$ cat config.mk
export PLATFORM = sky130hd
export DESIGN_NAME = alu_serial_seq
export DESIGN_NICKNAME = d
export VERILOG_FILES = /design/src/rtl/alu_serial_seq.sv
export SDC_FILE = /design/constraint.sdc
export NUM_CORES = 1
export LEC_CHECK = 0
export ABC_AREA = 1
export CAP_MARGIN = 20
export CORE_MARGIN = 2
export CORE_UTILIZATION = 60
export CTS_CLUSTER_DIAMETER = 80
export DETAILED_ROUTE_END_ITERATION = 8
export DONT_BUFFER_PORTS = 1
export MAX_ROUTING_LAYER = met4
export PLACE_DENSITY = 0.76
export SETUP_SLACK_MARGIN = 0.4
export SLEW_MARGIN = 20
export SYNTH_ARGS = -nofsm -noshare
export SYNTH_HDL_FRONTEND = slang
export SYNTH_SLANG_ARGS = --single-unit
$ cat constraint.sdc
create_clock -name clk -period 2.5 [get_ports clk]
set_input_delay 0.5 -clock clk [delete_from_list [all_inputs] [get_ports clk]]
set_output_delay 0.5 -clock clk [all_outputs]
set_load 0.01 [all_outputs]
$ cat src/rtl/alu_serial_seq.sv
// alu_serial_seq: runs WIDTH-bit ops LSB-first through a 1-bit ALU slice.
// Define ALU_SERIAL_SEQ_OVF_EN to add the out_ovf overflow port.
module alu_serial_seq #(
  parameter int WIDTH = 8
) (
  input  logic             clk,
  input  logic             rst,
  input  logic             in_valid,
  output logic             in_ready,
  input  logic [WIDTH-1:0] in_a,
  input  logic [WIDTH-1:0] in_b,
  input  logic [2:0]       in_op,
  output logic             alu_a,
  output logic             alu_b,
  output logic             alu_cin,
  output logic [3:0]       alu_s,
  input  logic             alu_f,
  input  logic             alu_cout,
  output logic             out_valid,
  input  logic             out_ready,
  output logic [WIDTH-1:0] out_f,
  output logic             out_cout,
  output logic             out_err
`ifdef ALU_SERIAL_SEQ_OVF_EN
  ,
  output logic             out_ovf
`endif
);

  localparam int CW = $clog2(WIDTH);

  typedef enum logic [1:0] {
    IDLE,
    RUN,
    DONE
  } state_e;

  state_e           state_q, state_d;
  logic [WIDTH-1:0] a_sr_q, a_sr_d;
  logic [WIDTH-1:0] b_sr_q, b_sr_d;
  logic [WIDTH-1:0] res_q, res_d;
  logic [2:0]       op_q, op_d;
  logic [CW-1:0]    cnt_q, cnt_d;
  logic             c_q, c_d;
  logic             cout_q, cout_d;
  logic             err_q, err_d;
`ifdef ALU_SERIAL_SEQ_OVF_EN
  logic             ovf_q, ovf_d;
`endif

  logic arith;
  logic is_inc;
  logic last;
  logic rsvd;

  assign is_inc = (op_q == 3'd5);
  assign arith  = (op_q == 3'd4) || is_inc;
  assign last   = (cnt_q == CW'(WIDTH-1));
  assign rsvd   = (in_op > 3'd5);

  always_comb begin
    state_d   = state_q;
    a_sr_d    = a_sr_q;
    b_sr_d    = b_sr_q;
    res_d     = res_q;
    op_d      = op_q;
    cnt_d     = cnt_q;
    c_d       = c_q;
    cout_d    = cout_q;
    err_d     = err_q;
`ifdef ALU_SERIAL_SEQ_OVF_EN
    ovf_d     = ovf_q;
`endif
    in_ready  = 1'b0;
    out_valid = 1'b0;
    alu_a     = 1'b0;
    alu_b     = 1'b0;
    alu_cin   = 1'b0;
    alu_s     = 4'b0000;
    unique case (state_q)
      IDLE: begin
        in_ready = 1'b1;
        if (in_valid) begin
          a_sr_d  = in_a;
          b_sr_d  = in_b;
          op_d    = in_op;
          cnt_d   = '0;
          c_d     = (in_op == 3'd5);
          res_d   = '0;
          cout_d  = 1'b0;
          err_d   = rsvd;
`ifdef ALU_SERIAL_SEQ_OVF_EN
          ovf_d   = 1'b0;
`endif
          state_d = rsvd ? DONE : RUN;
        end
      end
      RUN: begin
        alu_a   = a_sr_q[0];
        alu_b   = is_inc ? 1'b0 : b_sr_q[0];
        alu_cin = c_q;
        unique case (1'b1)
          op_q == 3'd0: alu_s = 4'b0000;
          op_q == 3'd1: alu_s = 4'b0001;
          op_q == 3'd2: alu_s = 4'b0010;
          op_q == 3'd3: alu_s = 4'b0011;
          default:      alu_s = 4'b0100;
        endcase
        res_d  = {alu_f, res_q[WIDTH-1:1]};
        a_sr_d = a_sr_q >> 1;
        b_sr_d = b_sr_q >> 1;
        c_d    = arith & alu_cout;
        cnt_d  = cnt_q + CW'(1);
        if (last) begin
          // MSB cycle: capture final carry and signed overflow
          cout_d  = arith & alu_cout;
`ifdef ALU_SERIAL_SEQ_OVF_EN
          ovf_d   = arith & (c_q ^ alu_cout);
`endif
          state_d = DONE;
        end
      end
      DONE: begin
        out_valid = 1'b1;
        if (out_ready) state_d = IDLE;
      end
      default: state_d = IDLE;
    endcase
  end

  always_ff @(posedge clk) begin
    if (rst) begin
      state_q <= IDLE;
      a_sr_q  <= '0;
      b_sr_q  <= '0;
      res_q   <= '0;
      op_q    <= '0;
      cnt_q   <= '0;
      c_q     <= 1'b0;
      cout_q  <= 1'b0;
      err_q   <= 1'b0;
`ifdef ALU_SERIAL_SEQ_OVF_EN
      ovf_q   <= 1'b0;
`endif
    end else begin
      state_q <= state_d;
      a_sr_q  <= a_sr_d;
      b_sr_q  <= b_sr_d;
      res_q   <= res_d;
      op_q    <= op_d;
      cnt_q   <= cnt_d;
      c_q     <= c_d;
      cout_q  <= cout_d;
      err_q   <= err_d;
`ifdef ALU_SERIAL_SEQ_OVF_EN
      ovf_q   <= ovf_d;
`endif
    end
  end

  assign out_f    = res_q;
  assign out_cout = cout_q;
  assign out_err  = err_q;
`ifdef ALU_SERIAL_SEQ_OVF_EN
  assign out_ovf  = ovf_q;
`endif

endmodule

==> summary by stage <==
Floorplan
The area of the die is a little over 0.003 mm². The initial utilization of the core area, before any placement, comes to 0.639. The core outline area is 0.00252 mm². The die extent in y is 55.8 µm. The number of rows in the core area is 18.

The boundary pin count is between 40 and 50. The die boundary width is about 56 µm.

Clock network
The TritonCTS buffer count is 5. After clock tree synthesis, the clock-pin slew on the worst setup and hold paths is 0.09 ns. The later pin in the worst-skew pair is clocked with a latency of ~0.34 ns. The cts-stage hold buffer count is 0. For this design, the sink count on the clock tree is 35. The CTS tree is done. In this run the deepest clock path goes through 2 buffers. The master cell of the clock root buffer is clkbuf_4. In this run the number of H-tree levels came out at 2. In this run, post-CTS repair resized a total of 0 instances. The number of buffers added for setup after CTS is 0.

Place
At the end of routability-driven placement, the weighted congestion stood at a little over 0.8. The number of placed instances, taps included is 260. The number of buffers added on ports is 0.

The half-perimeter wire length after placement is around 2300 µm. In this run the cell area measured after placement is ~0.0016 mm².

Critical path
The signal on the critical path passes through nand2_2 > buf_4 > nor2_1. The arrival time of the worst setup path is between 1 and 1.5 ns. Together, buffers and inverters on the worst path number 1. The dominant delay contributor by cell family on the critical path is flip-flops. On the worst path, the slowest cell contributes a delay of 0.50 ns. The critical path is of the register to primary output type. The worst setup slack for register-to-register paths is around 1.1 ns.

STA puts the critical path data required time at 2.00 ns. The launching element type of the critical path is a register. The worst-path maximum fanout is 27.

The worst setup path is captured at a primary output. The largest individual stage delay along the critical path comes from the cell dfxtp_1.

Pwr
The leakage power of the design is 0.723 nW. The sum of internal, switching and leakage power is 1.10 mW. Power spread over the standard cell area amounts to 678 mW/mm². The worst-case IR drop observed on VDD is ~0.55 mV.

Cells and area
The combined area of the multi-input logic cells is 727 µm². The number of standard cells in the final layout excluding fillers is approximately 270. The area used by sequential logic in the layout is roughly 700 µm². The antenna diode count is 0. The post-route cell area is around 0.0016 mm². The layout-stage area growth over the synthesis result is 0.699%. The final net count is approximately 260. The layout cell share with drive strength beyond 1 is 0.0593.

The filler cells instantiated in the layout total 242.

GRT
The global-route congestion overflow total is 0. The number of antenna violations at the first check in global routing is 0. Across every metal layer, demand over resource in global routing totals 0.224.

The first global-routing pass estimated between 5000 and 6000 µm of wire. The maximum number of pins on one net before global-route repair is 39. The number of global-route vias before repair is 1281.

Yosys
dfxtp_1 takes more of the synthesized area than any other cell. By count the netlist is led by 76 x nand2_1, 35 x dfxtp_1, 32 x nor2_1. The cell area that synthesis handed to floorplanning was about 0.0016 mm². For this run, the number of Yosys warnings is 0. The most used flip-flop cell after synthesis is dfxtp_1.

The net count after synthesis is 267. The total of flip-flops plus latches after synthesis is 35. The fraction of synthesized cell area taken by the top area cell type is 0.435. The share of flip-flops with an asynchronous set or reset is 0.

Yosys mapped the design onto 21 distinct sky130hd cell types. Among all cell types in the netlist, the one instantiated most often is nand2_1. The average footprint of a synthesized cell is between 6 and 7 µm². The count of flip-flops with a built-in enable after synthesis is 0. The proportion of synthesized chip area in sequential cells is 0.435. Sorting the synthesized cells by area gives the leading types as dfxtp_1 43%, nand2_1 18%, nor2_1 7.5%. The synthesized instance count is 240.

Route
Using the TritonRoute via totals, the vias-per-cell ratio works out to between 5 and 6. The DRC violation count after routing is 0. The first detailed-routing pass took 4 iterations. For this block, the routed nets add up to roughly 3200 µm of wire. The routed wire length per instance is about 12 µm.

The detail route stage leaves a number of antenna-violating nets equal to 0. The detailed router finished its first iteration with between 60 and 70 violations. For this block, the via count after detailed routing is between 1000 and 1500.

Worst hold path
The tightest min-delay check is of the input pin to register type.

Timing
Setup violations remaining at the end of the flow were counted as 0. The number of max-slew violations in the final report came to 0. The fmax is between 500 and 600 MHz. The final clock skew is between 0.006 and 0.007 ns.

Adding up every negative setup slack in the final design gives 0 ns. The shortest period the worst path allows is around 1.9 ns. Setup repair after global routing left no endpoint under its margin. The number of failing hold endpoints at the final stage is 0. Of the available clock period, the critical path in the final layout requires 0.766.

Flow run
Across the run, the number of max-cap violations was 0.

Outcome
The run finished with clean final reports.
-- cell families (layout without fill, tap and decap cells) --
kind of cell / after synthesis / count (layout) / share of synthesized area
adders and majority gates: 2 / 2 / 0.0155
and+or+nand+nor: 120 / 120 / 0.296
DFF: 35 / 35 / 0.435
other: 1 / 1 / 0.00233
buffers and inverters: 39 / 35 / 0.114
AOI/OAI and AO/OA: 43 / 43 / 0.137
-- power by group --
group,switching (mW),internal (mW)
Clock,0.169,0.0998
Sequential,0.0231,0.603
Combinational,0.140,0.0661
Total,0.332,0.769
-- metal layers --
| layer | GRT usage | vias to the layer above | share of wire |
|---|---|---|---|
| li1 | - | 734 | - |
| met1 | 0.231 | 633 | 0.41 |
| met2 | 0.366 | 46 | 0.48 |
| met3 | 0.0977 | 9 | 0.084 |
| met4 | 0.109 | 0 | 0.023 |
| met5 | - | - | 0 |
-- registers in the layout (all words and copies together) (netlist names) --
name	cells
op_q	3
out_f	8
out_cout	1
b_sr_q	8
state_q	2
c_q	1
out_err	1
cnt_q	3
a_sr_q	8
-- cell type report --
cell class	instances	area share
Timing Repair Buffer	2	0.00925
Multi-Input combinational cell	166	0.448
Inverter	27	0.0625
Clock buffer	6	0.0254
Tap cell	30	0.0231
Sequential cell	35	0.432
-- cells in the final DEF, fill, tap and decap left out --
cell type	n
a211oi_1	1
a21oi_1	23
and2_1	2
buf_4	2
clkbuf_1	1
clkbuf_4	5
conb_1	1
dfxtp_1	35
ha_1	2
inv_1	24
inv_2	3
nand2_1	76
nand2_2	2
nand3_1	5
nor2_1	32
nor2_4	1
nor3_1	2
o21ai_0	16
o21ai_1	2
o21ai_2	1
-- worst paths after layout --
path	start	endpoint	cells after the start
setup reg to reg	state_q[1]	b_sr_q[6]	6
hold reg to reg	cnt_q[1]	cnt_q[1]	2
hold / removal	rst	state_q[0]	1
setup / recovery	state_q[0]	alu_a	3
-- metrics by stage --
step	worst slack (ns)	hold WS [ns]	utilization
after global placement	1.01	0.447	0.627
after CTS	0.580	0.203	0.643
after floorplan	1.00	0.429	-
final	0.586	0.214	0.643
after global routing	0.483	0.193	0.643
after detailed placement	0.968	0.452	0.627
Power figures use the tool's default switching activity.
